### config.mk
export PLATFORM = sky130hd
export DESIGN_NAME = idu_pipe
export DESIGN_NICKNAME = d
export VERILOG_FILES = /design/src/rtl/idu_pipe.sv
export SDC_FILE = /design/constraint.sdc
export NUM_CORES = 1
export LEC_CHECK = 0
export ABC_CLOCK_PERIOD_IN_PS = 36200
export CORE_MARGIN = 8
export CORE_UTILIZATION = 30
export DETAILED_ROUTE_END_ITERATION = 16
export PLACE_DENSITY_LB_ADDON = 0.05
export SLEW_MARGIN = 0
export SYNTH_ARGS = -nofsm -noshare
export SYNTH_HDL_FRONTEND = slang
export SYNTH_SLANG_ARGS = --single-unit
### constraint.sdc
create_clock -name clk -period 36.2 [get_ports clk]
set_input_delay 10.86 -clock clk [delete_from_list [all_inputs] [get_ports clk]]
set_output_delay 10.86 -clock clk [all_outputs]
set_load 0.02 [all_outputs]
### src/rtl/idu_pipe.sv
`default_nettype none
// ============================================================================
// Module   : idu_pipe
// Purpose  : RV32I + Zicsr (+ optional M) instruction decode stage. Each
//            accepted instruction is decoded combinationally and the decoded
//            entry is written into a small circular queue. The head entry is
//            presented one cycle after the push.
// Ports    : clk, rst            - clock, synchronous active-high reset
//            flush               - drop every queued entry and same-cycle input
//            in_valid/in_ready   - fetch handshake; in_inst, in_pc payload
//            out_valid/out_ready - downstream handshake on the head entry
//            out_pc, out_rd, out_rs1, out_rs2, out_imm, out_ctrl - head entry
//            out_count           - number of queued entries
// Revision : 1.0 - initial release
// ============================================================================
module idu_pipe #(
    parameter int XLEN   = 32,
    parameter int QDEPTH = 2,
    parameter int EN_M   = 1
) (
    input  logic                      clk,
    input  logic                      rst,
    input  logic                      flush,
    input  logic                      in_valid,
    output logic                      in_ready,
    input  logic [31:0]               in_inst,
    input  logic [XLEN-1:0]           in_pc,
    output logic                      out_valid,
    input  logic                      out_ready,
    output logic [XLEN-1:0]           out_pc,
    output logic [4:0]                out_rd,
    output logic [4:0]                out_rs1,
    output logic [4:0]                out_rs2,
    output logic [XLEN-1:0]           out_imm,
    output logic [37:0]               out_ctrl,
    output logic [$clog2(QDEPTH):0]   out_count
);

    localparam int c_PW = $clog2(QDEPTH);
    localparam int c_CW = c_PW + 1;
    localparam int c_EW = 2 * XLEN + 15 + 38;
    localparam logic [c_CW-1:0] c_FULL = c_CW'(QDEPTH);

    // Instruction type codes
    localparam logic [2:0] c_IT_I = 3'd0, c_IT_S = 3'd1, c_IT_R = 3'd2,
                           c_IT_U = 3'd3, c_IT_J = 3'd4, c_IT_B = 3'd5,
                           c_IT_N = 3'd6;
    // Memory access size codes
    localparam logic [2:0] c_MR_B = 3'd0, c_MR_H = 3'd1, c_MR_W = 3'd2,
                           c_MR_BU = 3'd3, c_MR_HU = 3'd4;
    // Compare codes
    localparam logic [2:0] c_CMP_EQ = 3'd0, c_CMP_NE = 3'd1, c_CMP_LT = 3'd2,
                           c_CMP_GE = 3'd3, c_CMP_LTU = 3'd4, c_CMP_GEU = 3'd5;
    // Writeback source codes
    localparam logic [2:0] c_RD_ALU = 3'd0, c_RD_MEM = 3'd1, c_RD_SNPC = 3'd2,
                           c_RD_CMP = 3'd3, c_RD_CSR = 3'd4, c_RD_NONE = 3'd5;
    // Operand source codes
    localparam logic [1:0] c_S1_RS1 = 2'd0, c_S1_PC = 2'd1, c_S1_ZERO = 2'd2;
    localparam logic [1:0] c_S2_RS2 = 2'd0, c_S2_IMM = 2'd1, c_S2_CSR = 2'd2,
                           c_S2_ZERO = 2'd3;
    // ALU operation codes (M-extension ops are 8 + funct3)
    localparam logic [3:0] c_ALU_ADD = 4'd0, c_ALU_SUB = 4'd1, c_ALU_SRA = 4'd2,
                           c_ALU_AND = 4'd3, c_ALU_OR = 4'd4, c_ALU_XOR = 4'd5,
                           c_ALU_SLL = 4'd6, c_ALU_SRL = 4'd7;

    localparam logic [31:0] c_ECALL  = 32'h0000_0073;
    localparam logic [31:0] c_EBREAK = 32'h0010_0073;
    localparam logic [31:0] c_MRET   = 32'h3020_0073;

    // ------------------------------------------------------------------------
    // Decode
    // ------------------------------------------------------------------------
    logic [6:0] w_opc;
    logic [2:0] w_f3;
    logic [6:0] w_f7;
    assign w_opc = in_inst[6:0];
    assign w_f3  = in_inst[14:12];
    assign w_f7  = in_inst[31:25];

    logic       w_mvalid, w_mwen, w_branch, w_jump, w_jalr;
    logic       w_ecall, w_mret, w_wcsr, w_ebreak, w_ill;
    logic [7:0] w_mwmask;
    logic [2:0] w_mrtype, w_cmp, w_rdsrc, w_itype;
    logic [3:0] w_aluop;
    logic [1:0] w_src1, w_src2;

    always_comb begin
        w_mvalid = 1'b0;
        w_mwen   = 1'b0;
        w_mwmask = 8'h00;
        w_mrtype = c_MR_B;
        w_cmp    = c_CMP_EQ;
        w_branch = 1'b0;
        w_jump   = 1'b0;
        w_jalr   = 1'b0;
        w_aluop  = c_ALU_ADD;
        w_rdsrc  = c_RD_ALU;
        w_src1   = c_S1_RS1;
        w_src2   = c_S2_RS2;
        w_itype  = c_IT_N;
        w_ecall  = 1'b0;
        w_mret   = 1'b0;
        w_wcsr   = 1'b0;
        w_ebreak = 1'b0;
        w_ill    = 1'b0;

        case (w_opc)
            7'b0110111: begin // lui
                w_itype = c_IT_U;
                w_src1  = c_S1_ZERO;
                w_src2  = c_S2_IMM;
            end
            7'b0010111: begin // auipc
                w_itype = c_IT_U;
                w_src1  = c_S1_PC;
                w_src2  = c_S2_IMM;
            end
            7'b1101111: begin // jal: ALU forms the target, rd gets pc+4
                w_itype = c_IT_J;
                w_jump  = 1'b1;
                w_src1  = c_S1_PC;
                w_src2  = c_S2_IMM;
                w_rdsrc = c_RD_SNPC;
            end
            7'b1100111: begin // jalr
                w_itype = c_IT_I;
                w_jump  = 1'b1;
                w_jalr  = 1'b1;
                w_src2  = c_S2_IMM;
                w_rdsrc = c_RD_SNPC;
                if (w_f3 != 3'b000) w_ill = 1'b1;
            end
            7'b1100011: begin // branches compare via subtraction
                w_itype  = c_IT_B;
                w_branch = 1'b1;
                w_aluop  = c_ALU_SUB;
                w_rdsrc  = c_RD_NONE;
                case (w_f3)
                    3'b000:  w_cmp = c_CMP_EQ;
                    3'b001:  w_cmp = c_CMP_NE;
                    3'b100:  w_cmp = c_CMP_LT;
                    3'b101:  w_cmp = c_CMP_GE;
                    3'b110:  w_cmp = c_CMP_LTU;
                    3'b111:  w_cmp = c_CMP_GEU;
                    default: w_ill = 1'b1;
                endcase
            end
            7'b0000011: begin // loads
                w_itype  = c_IT_I;
                w_mvalid = 1'b1;
                w_src2   = c_S2_IMM;
                w_rdsrc  = c_RD_MEM;
                case (w_f3)
                    3'b000:  w_mrtype = c_MR_B;
                    3'b001:  w_mrtype = c_MR_H;
                    3'b010:  w_mrtype = c_MR_W;
                    3'b100:  w_mrtype = c_MR_BU;
                    3'b101:  w_mrtype = c_MR_HU;
                    default: w_ill = 1'b1;
                endcase
            end
            7'b0100011: begin // stores
                w_itype  = c_IT_S;
                w_mvalid = 1'b1;
                w_mwen   = 1'b1;
                w_src2   = c_S2_IMM;
                w_rdsrc  = c_RD_NONE;
                case (w_f3)
                    3'b000:  begin w_mrtype = c_MR_B; w_mwmask = 8'h01; end
                    3'b001:  begin w_mrtype = c_MR_H; w_mwmask = 8'h03; end
                    3'b010:  begin w_mrtype = c_MR_W; w_mwmask = 8'h0F; end
                    default: w_ill = 1'b1;
                endcase
            end
            7'b0010011: begin // op-imm
                w_itype = c_IT_I;
                w_src2  = c_S2_IMM;
                case (w_f3)
                    3'b000: w_aluop = c_ALU_ADD;
                    3'b010: begin w_aluop = c_ALU_SUB; w_cmp = c_CMP_LT;  w_rdsrc = c_RD_CMP; end
                    3'b011: begin w_aluop = c_ALU_SUB; w_cmp = c_CMP_LTU; w_rdsrc = c_RD_CMP; end
                    3'b100: w_aluop = c_ALU_XOR;
                    3'b110: w_aluop = c_ALU_OR;
                    3'b111: w_aluop = c_ALU_AND;
                    3'b001: begin
                        w_aluop = c_ALU_SLL;
                        if (w_f7 != 7'b0000000) w_ill = 1'b1;
                    end
                    default: begin // 3'b101: srli / srai
                        if (w_f7 == 7'b0000000)      w_aluop = c_ALU_SRL;
                        else if (w_f7 == 7'b0100000) w_aluop = c_ALU_SRA;
                        else                         w_ill   = 1'b1;
                    end
                endcase
            end
            7'b0110011: begin // register-register
                w_itype = c_IT_R;
                if (w_f7 == 7'b0000000) begin
                    case (w_f3)
                        3'b000:  w_aluop = c_ALU_ADD;
                        3'b001:  w_aluop = c_ALU_SLL;
                        3'b010:  begin w_aluop = c_ALU_SUB; w_cmp = c_CMP_LT;  w_rdsrc = c_RD_CMP; end
                        3'b011:  begin w_aluop = c_ALU_SUB; w_cmp = c_CMP_LTU; w_rdsrc = c_RD_CMP; end
                        3'b100:  w_aluop = c_ALU_XOR;
                        3'b101:  w_aluop = c_ALU_SRL;
                        3'b110:  w_aluop = c_ALU_OR;
                        default: w_aluop = c_ALU_AND;
                    endcase
                end else if (w_f7 == 7'b0100000) begin
                    if (w_f3 == 3'b000)      w_aluop = c_ALU_SUB;
                    else if (w_f3 == 3'b101) w_aluop = c_ALU_SRA;
                    else                     w_ill   = 1'b1;
                end else if (w_f7 == 7'b0000001 && EN_M != 0) begin
                    w_aluop = {1'b1, w_f3}; // mul..remu map onto 8..15
                end else begin
                    w_ill = 1'b1;
                end
            end
            7'b0001111: begin // fence: no architectural effect here
                w_rdsrc = c_RD_NONE;
                if (w_f3 != 3'b000) w_ill = 1'b1;
            end
            7'b1110011: begin
                case (w_f3)
                    3'b000: begin
                        w_rdsrc = c_RD_NONE;
                        if (in_inst == c_ECALL)       begin w_ecall  = 1'b1; w_wcsr = 1'b1; end
                        else if (in_inst == c_EBREAK) w_ebreak = 1'b1;
                        else if (in_inst == c_MRET)   w_mret   = 1'b1;
                        else                          w_ill    = 1'b1;
                    end
                    // CSR new value is computed as rs1 | operand2: csrrw ORs
                    // with zero, csrrs ORs with the old CSR value. The clear
                    // and immediate forms have no datapath encoding.
                    3'b001: begin
                        w_itype = c_IT_I;
                        w_aluop = c_ALU_OR;
                        w_src2  = c_S2_ZERO;
                        w_rdsrc = c_RD_CSR;
                        w_wcsr  = 1'b1;
                    end
                    3'b010: begin
                        w_itype = c_IT_I;
                        w_aluop = c_ALU_OR;
                        w_src2  = c_S2_CSR;
                        w_rdsrc = c_RD_CSR;
                        w_wcsr  = 1'b1;
                    end
                    default: w_ill = 1'b1;
                endcase
            end
            default: w_ill = 1'b1;
        endcase

        // An illegal word must have no side effects downstream.
        if (w_ill) begin
            w_rdsrc  = c_RD_NONE;
            w_mvalid = 1'b0;
            w_mwen   = 1'b0;
            w_mwmask = 8'h00;
            w_branch = 1'b0;
            w_jump   = 1'b0;
            w_jalr   = 1'b0;
            w_wcsr   = 1'b0;
            w_ecall  = 1'b0;
            w_mret   = 1'b0;
            w_ebreak = 1'b0;
            w_itype  = c_IT_N;
        end
    end

    // Immediate assembled as 32 bits, then sign-extended to XLEN.
    logic [31:0]     w_imm32;
    logic [XLEN-1:0] w_imm;

    always_comb begin
        case (w_itype)
            c_IT_I:  w_imm32 = {{20{in_inst[31]}}, in_inst[31:20]};
            c_IT_S:  w_imm32 = {{20{in_inst[31]}}, in_inst[31:25], in_inst[11:7]};
            c_IT_B:  w_imm32 = {{19{in_inst[31]}}, in_inst[31], in_inst[7],
                                in_inst[30:25], in_inst[11:8], 1'b0};
            c_IT_U:  w_imm32 = {in_inst[31:12], 12'b0};
            c_IT_J:  w_imm32 = {{11{in_inst[31]}}, in_inst[31], in_inst[19:12],
                                in_inst[20], in_inst[30:21], 1'b0};
            default: w_imm32 = 32'b0;
        endcase
        w_imm       = {XLEN{w_imm32[31]}};
        w_imm[31:0] = w_imm32;
    end

    logic [37:0]     w_ctrl;
    logic [c_EW-1:0] w_entry;

    assign w_ctrl  = {w_mvalid, w_mwen, w_mwmask, w_mrtype, w_cmp, w_branch,
                      w_jump, w_jalr, w_aluop, w_rdsrc, w_src1, w_src2,
                      w_itype, w_ecall, w_mret, w_wcsr, w_ebreak, w_ill};
    assign w_entry = {in_pc, in_inst[11:7], in_inst[19:15], in_inst[24:20],
                      w_imm, w_ctrl};

    // ------------------------------------------------------------------------
    // Queue
    // ------------------------------------------------------------------------
    logic [c_EW-1:0] r_mem [QDEPTH];
    logic [c_PW-1:0] r_wr_ptr, r_rd_ptr;
    logic [c_CW-1:0] r_count;
    logic [c_EW-1:0] r_last;
    logic [c_EW-1:0] w_head;
    logic            w_push, w_pop;

    assign out_valid = (r_count != '0);
    assign in_ready  = (r_count < c_FULL) | out_ready;
    assign w_push    = in_valid & in_ready & ~flush;
    assign w_pop     = out_valid & out_ready & ~flush;
    assign out_count = r_count;

    // When empty the head pointer may sit on a stale slot, so the outputs
    // fall back to whatever was last presented.
    assign w_head = out_valid ? r_mem[r_rd_ptr] : r_last;

    assign {out_pc, out_rd, out_rs1, out_rs2, out_imm, out_ctrl} = w_head;

    always_ff @(posedge clk) begin
        if (rst) begin
            r_wr_ptr <= '0;
            r_rd_ptr <= '0;
            r_count  <= '0;
            r_last   <= '0;
        end else begin
            r_last <= w_head;
            if (flush) begin
                r_wr_ptr <= '0;
                r_rd_ptr <= '0;
                r_count  <= '0;
            end else begin
                if (w_push) r_wr_ptr <= r_wr_ptr + 1'b1;
                if (w_pop)  r_rd_ptr <= r_rd_ptr + 1'b1;
                if (w_push && !w_pop)      r_count <= r_count + 1'b1;
                else if (w_pop && !w_push) r_count <= r_count - 1'b1;
            end
        end
    end

    // Payload storage carries no reset.
    always_ff @(posedge clk) begin
        if (w_push && !rst) r_mem[r_wr_ptr] <= w_entry;
    end

endmodule
`default_nettype wire

==> results of run 1 <==
path summary, 6_finish.rpt:
path                     start           end  depth (start not counted)
setup reg to reg  out_count[1]  r_mem[1][76]                          5
hold / removal        r_rd_ptr          flop                          2
hold reg to reg       r_rd_ptr          flop                          2
setup / recovery     out_ready      in_ready                          3
where the power goes:
part | switching [mW] | total (mW) | internal, mW | leakage, nW
registers | 0.00266 | 0.431 | 0.428 | 3.02
logic | 0.0473 | 0.0801 | 0.0328 | 2.11
clock network | 0.162 | 0.417 | 0.255 | 0.678
total | 0.212 | 0.928 | 0.716 | 5.80
per-layer routing:
metal	global-route usage	wire [um]
met5	0	0
met1	0.184	17100
met3	0.0311	1560
met2	0.213	16600
met4	0.0363	707
metrics by stage:
step | utilization | power (mW)
2_1_floorplan | - | 0.483
3_3_place_gp | 0.357 | 0.521
3_5_place_dp | 0.357 | 0.521
4_1_cts | 0.387 | 0.948
5_1_grt | 0.387 | 0.967
6_report | 0.387 | 0.928
state kept, by name, summed over array words and instances (netlist names), named ones only:
name,flops
r_last,117
r_wr_ptr,1
r_rd_ptr,1
out_count,2
r_mem,224
cell usage after synthesis, types with 5 or more instances:
library cell / n / area (um2)
sky130_fd_sc_hd__xor2_1: 6 / 52.6
sky130_fd_sc_hd__clkbuf_1: 42 / 158
sky130_fd_sc_hd__buf_1: 8 / 30.0
sky130_fd_sc_hd__o21ai_0: 116 / 581
sky130_fd_sc_hd__nor2b_1: 120 / 751
sky130_fd_sc_hd__nor3_1: 20 / 100
sky130_fd_sc_hd__or3_1: 5 / 31.3
sky130_fd_sc_hd__a21oi_1: 11 / 55.1
sky130_fd_sc_hd__nor2_1: 35 / 131
sky130_fd_sc_hd__mux2i_1: 116 / 1160
sky130_fd_sc_hd__edfxtp_1: 224 / 6730
sky130_fd_sc_hd__inv_1: 12 / 45.0
sky130_fd_sc_hd__dfxtp_1: 122 / 2440
sky130_fd_sc_hd__a21o_1: 19 / 143
sky130_fd_sc_hd__nand3_1: 8 / 40.0
sky130_fd_sc_hd__nand2_1: 130 / 488
sky130_fd_sc_hd__buf_2: 14 / 70.1
sky130_fd_sc_hd__and2_1: 7 / 43.8
final cells by class:
type	instances	area, um2	share of cell area
clock inverter	16	165	0.00944
sequential	346	9170	0.524
clock buffer	60	1220	0.0697
tap	600	751	0.0429
inverter	12	45.0	0.00257
timing repair buffer	199	1960	0.112
multi-input combinational	662	4190	0.239
tightest hold or removal path: stages (launching register included):
cell and delay [ns]:
sky130_fd_sc_hd__dfxtp_1 0.32, sky130_fd_sc_hd__xor2_1 0.08, sky130_fd_sc_hd__nor3_1 0.11
cells in the final DEF, fill, tap and decap left out, types with 9 or more instances in the layout:
cell type	netlist	layout
sky130_fd_sc_hd__mux2i_1	116	116
sky130_fd_sc_hd__inv_1	12	12
sky130_fd_sc_hd__nand2_1	130	130
sky130_fd_sc_hd__buf_4	2	11
sky130_fd_sc_hd__dfxtp_1	122	121
sky130_fd_sc_hd__nor3_1	20	20
sky130_fd_sc_hd__clkdlybuf4s50_1	0	188
sky130_fd_sc_hd__clkbuf_16	0	43
sky130_fd_sc_hd__a21o_1	19	19
sky130_fd_sc_hd__nor2_1	35	34
sky130_fd_sc_hd__o21ai_0	116	116
sky130_fd_sc_hd__edfxtp_1	224	224
sky130_fd_sc_hd__nor2b_1	120	120
sky130_fd_sc_hd__clkbuf_1	42	9
sky130_fd_sc_hd__a21oi_1	11	11
kinds of logic (layout without fill, tap and decap cells):
| logic type | after synthesis | count (layout) | share of synthesized area |
|---|---|---|---|
| compound gates | 177 | 177 | 0.0769 |
| xor+xnor | 7 | 7 | 0.00448 |
| buf+inv | 80 | 287 | 0.0249 |
| mux | 117 | 117 | 0.0857 |
| fa+ha+maj | 1 | 1 | 0.000915 |
| simple gates | 360 | 360 | 0.137 |
| flops | 346 | 346 | 0.671 |
==> results.txt, run 1 <==
----------------------------------------------------
[Synthesis]
  Unique masters post-synth ... slightly below 60
  Post-Syn Area ... 0.0137 mm2
  Post-Syn Instances ... 1,088
  Net count of the mapped netlist ... 1,158
  Sequential area share after synthesis ... 0.671
  Mapped Avg Cell Area ... between 10 and 15 um2
  Main flop type after synthesis ... sky130_fd_sc_hd__edfxtp_1
  Register bit count reported by yosys ... about 350
  Number of flops mapped to enable cells by yosys ... approximately 220
  Ys async rst share ... 0
  Number of warnings printed during yosys synthesis ... 0

[Critical path]
  Type of the worst setup path ... in -> out
  Series of cell instances along the critical path ... clkdlybuf4s50_1, nand2b_1, clkdlybuf4s50_1
  Number of buffers and inverters on the critical path ... 2
  Largest incremental delay on the critical path ... roughly 0.6 ns
  Slowest stage cell on the critical path ... sky130_fd_sc_hd__clkdlybuf4s50_1
  Data required time of the worst path ... 25.34 ns
  Most prevalent standard cell on the critical path ... sky130_fd_sc_hd__clkdlybuf4s50_1
  Worst reg2reg setup slack ... 33.40 ns
  Setup crit start kind ... input port
  Maximum fanout along the worst path ... 2
  Worst Path Arrival ... 12.05 ns
  Sort of element at the end of the critical path ... output port
  Critical path's top delay family ... buffers and inverters

[Clocking]
  Root cell of the clock tree ... sky130_fd_sc_hd__clkbuf_16
  Clock edge transition at the registers on the reported setup and hold paths ... 0.06 ns
  H-tree Lvls ... 2
  Clk_lat worst skew ... 0.55 ns
  Clock sink count ... about 350
  Clock buffer depth ... 3
  Quantity of hold-fixing buffers added after cts ... 0
  Post-cts resize count ... 0
  CTS tree ... yes
  Post-CTS setup repair buffer count ... 0
  Number of buffers added by the clock tree synthesis step ... approximately 40

[STA]
  Number of setup violations in the final report ... 0
  Pin slew with the least headroom to its limit ... 0.971 ns
  Hold_ws ... ~0.56 ns
  Headroom to the max-slew limit ... 0.353
  Final setup slack of the worst path ... 13.29 ns
  Setup Total Neg Slack ... 0 ns
  Unrepaired setup endpoints after global routing ... false
  Setup clock skew after layout ... 0.0110 ns
  Min Tclk post-route ... ~23 ns
  Fmax ... approximately 44 MHz
  Number of hold violations in the final report ... 0
  Final period utilization ... 0.633
  Number of pins exceeding their max-slew limit in the final report ... 0

[GRT]
  Global routing usage summed across all routing layers ... 0.135
  First-pass GRT wire length ... 55.1 mm
  Largest net degree at the start of global routing ... a little under 100
  Vias in the first global route ... 8,670
  Aggregate global routing overflow ... 0
  Initial antenna violation count ... 0

[Floorplan]
  Die Height ... approximately 230 um
  Number of cell rows ... ~80
  Standard cell core area ... ~0.045 mm2
  Ports placed on the boundary ... 190
  Die width ... 229 um
  DIE AREA ... about 0.053 mm2
  Initial cell density of the core ... 0.303

[Worst hold path]
  Tightest Hold Check Type ... reg -> reg

[Placement]
  Setup slack after placement ... around 13 ns
  Routability Congestion ... between 0.7 and 0.8
  Port Buf Inserts ... between 150 and 200
  Cells after DPL ... about 1,800
  HPWL after DPL ... around 23 mm
  DP Area ... 0.0161 mm2

[Drt]
  DRC violation total after the first TritonRoute iteration ... between 400 and 500
  Final antenna-violating net count ... 0
  Post-detailed-routing wire length ... 35.9 mm
  Total via count in the routed design ... 8,543
  Avg WL per Cell ... around 19 um
  Number of search-and-repair iterations in the first detailed-routing pass ... 4
  DRC errors left ... 0
  Via count normalized by instance count ... roughly 4.5

[Cells and area]
  Layout cell share with drive strength beyond 1 ... 0.0764
  Total Nets Final ... ~1,300
  Non-filler instance count after layout ... 1,895
  Layout area overhead ... 28.0%
  Number of fill cells in the layout ... 4,386
  ANT cells ... 0
  Non-Filler Cell Area, Final ... about 0.018 mm2

[Power and ir drop]
  Power per cell area ... 53.0 mW/mm2
  Leakage power total ... slightly below 6 nW
  Maximum vdd drop ... about 0.028 mV

[Flow run]
  Number of maximum-capacitance violations ... 0

[Run status]
  Run status ... finished, final reports clean

----------------------------------------------------
(Power assumes the default switching activity.)
==> run 2, diff against run 1 <==
ABC_CLOCK_PERIOD_IN_PS = 23100   (was 36200)
clock period = 23.1 ns   (was 36.2 ns; I/O delays follow)
==> run 2 against run 1 <==
Clock skew increased by 0.0024 ns. Global-route usage decreased by 0.066 points. Setup slack got worse by 5.2 ns. First-iteration DRC count decreased by 7.8%. Combinational power increased by 57%. Largest cell class unchanged. Highest routed layer unchanged.
==> results.txt, run 2 (synthesis gave the netlist of run 1 again) <==
----------------------------------------------------
[Placement]
  Setup slack after placement ... about 8 ns
  Port Buf Inserts ... about 190
  HPWL after DPL ... approximately 23 mm
  Routability Congestion ... 0.789

[Drt]
  DRC errors left ... 0
  Avg WL per Cell ... approximately 19 um
  Final antenna-violating net count ... 0
  Via count normalized by instance count ... ~4.5
  Number of search-and-repair iterations in the first detailed-routing pass ... 5
  DRC violation total after the first TritonRoute iteration ... about 420
  Post-detailed-routing wire length ... 36.0 mm
  Total via count in the routed design ... 8,555

[Clocking]
  Quantity of hold-fixing buffers added after cts ... 0
  Clock sink count ... 346
  Number of buffers added by the clock tree synthesis step ... 42
  Post-CTS setup repair buffer count ... 0
  Clock buffer depth ... 3
  CTS tree ... yes
  H-tree Lvls ... 2
  Root cell of the clock tree ... sky130_fd_sc_hd__clkbuf_16
  Clock edge transition at the registers on the reported setup and hold paths ... approximately 0.060 ns
  Post-cts resize count ... 0
  Clk_lat worst skew ... between 0.5 and 0.6 ns

[Cells and area]
  Total Nets Final ... ~1,300
  Number of flip-flops under the largest register name ... 224
  Number of fill cells in the layout ... around 4,400
  Most flops, register ... r_mem
  Layout area overhead ... 27.9%
  Highest-count cells in the layout ignoring fill and taps ... sky130_fd_sc_hd__edfxtp_1 (224), sky130_fd_sc_hd__clkdlybuf4s50_1 (188), sky130_fd_sc_hd__nand2_1 (130)
  Layout cell share with drive strength beyond 1 ... 0.0725
  Most common cell after layout, fill and taps aside ... sky130_fd_sc_hd__edfxtp_1
  ANT cells ... 0

[STA]
  Fmax ... between 60 and 70 MHz
  Min Tclk post-route ... 15.05 ns
  Pin slew with the least headroom to its limit ... between 1 and 1.5 ns
  Final period utilization ... 0.652
  Number of setup violations in the final report ... 0
  Unrepaired setup endpoints after global routing ... false
  Setup clock skew after layout ... between 0.01 and 0.015 ns
  Number of pins exceeding their max-slew limit in the final report ... 0
  Number of hold violations in the final report ... 0
  Setup Total Neg Slack ... 0 ns
  Final setup slack of the worst path ... 8.05 ns
  Headroom to the max-slew limit ... 0.296

[GRT]
  Vias in the first global route ... slightly below 9,000
  Aggregate global routing overflow ... 0
  Largest net degree at the start of global routing ... 101
  Global routing usage summed across all routing layers ... 0.134
  First-pass GRT wire length ... ~55 mm
  Initial antenna violation count ... 0

[Critical path]
  Maximum fanout along the worst path ... 2
  Type of the worst setup path ... in -> out
  Setup crit start kind ... input port
  Worst Path Arrival ... around 8.1 ns
  Sort of element at the end of the critical path ... output port
  Data required time of the worst path ... between 15 and 20 ns
  Reg2Reg Depth ... 5
  Destination of the worst register-to-register timing path ... r_last[50]
  Worst reg2reg setup slack ... around 20 ns

[Run status]
  Run status ... finished, final reports clean

[Power and ir drop]
  Switching power share of the total ... 0.230
  Power per cell area ... between 80 and 90 mW/mm2
  Internal power component ... 1.12 mW
  Total net switching power ... 0.333 mW
  Maximum vdd drop ... ~0.036 mV
  Part of the total power dissipated in the clock network ... 0.449
  Part of the total power dissipated in sequential elements ... 0.465
  Combinational share of power ... 0.087
  Leakage power total ... around 5.8 nW

[Flow run]
  Number of maximum-capacitance violations ... 0

[Floorplan]
  DIE AREA ... between 0.05 and 0.06 mm2
  Die width ... ~230 um
  Number of cell rows ... around 80
  Ports placed on the boundary ... 190
  Die Height ... 229 um
  Initial cell density of the core ... 0.303
  Standard cell core area ... between 0.04 and 0.05 mm2

[Worst hold path]
  Hold path cells ... 2
  Tightest Hold Check Type ... reg -> reg
  Hold path startpoint ... r_rd_ptr

----------------------------------------------------
run 2: per-layer routing:
metal | up-vias | part of all wire | GRT usage
met4 | 0 | 0.020 | 0.0353
met3 | 47 | 0.054 | 0.0325
met1 | 4101 | 0.46 | 0.180
met2 | 180 | 0.46 | 0.215
li1 | 4227 | - | -
met5 | - | 0 | 0
run 2: critical path: stages:
cell	delay, ns
sky130_fd_sc_hd__clkdlybuf4s50_1	0.46
sky130_fd_sc_hd__nand2b_1	0.12
sky130_fd_sc_hd__clkdlybuf4s50_1	0.61
run 2: power by group through the flow:
stage          Combinational, mW  Sequential [mW]  Clock [mW]
6_report                   0.126            0.675       0.651
5_1_grt                    0.138            0.676       0.698
4_1_cts                    0.129            0.675       0.676
3_5_place_dp               0.129            0.688           0
3_3_place_gp               0.129            0.688           0
2_1_floorplan             0.0670            0.690           0
run 2: layout make-up:
class	instances	area (um2)	area share
well taps	600	751	0.0429
multi-input cells	662	4190	0.239
inverters	12	45.0	0.00257
clock inverters	23	184	0.0105
clock buffers	55	1190	0.0682
repair buffers	199	1960	0.112
flip-flops and latches	346	9170	0.524
run 2: worst max-delay path by stage:
stage,startpoint,end,slack (ns),cells after the start
6_report,out_ready,in_ready,8.05,3
5_1_grt,out_ready,in_ready,8.00,3
4_1_cts,out_ready,in_ready,8.04,3
3_5_place_dp,out_ready,in_ready,8.04,3
3_3_place_gp,out_ready,in_ready,8.03,3
2_1_floorplan,rst,r_mem[1][0],3.42,3
run 2: stage by stage:
| step | power, mW | util | hold slack [ns] | instances | cell area (um2) |
|---|---|---|---|---|---|
| floorplan | 0.757 | - | 0.520 | 1088 | 13700 |
| global placement | 0.816 | 0.357 | 0.554 | 1819 | 16100 |
| detailed placement | 0.817 | 0.357 | 0.555 | 1819 | 16100 |
| CTS | 1.48 | 0.387 | 0.578 | 1897 | 17500 |
| global route | 1.51 | 0.387 | 0.607 | 1897 | 17500 |
| finish | 1.45 | 0.387 | 0.570 | 1897 | 17500 |
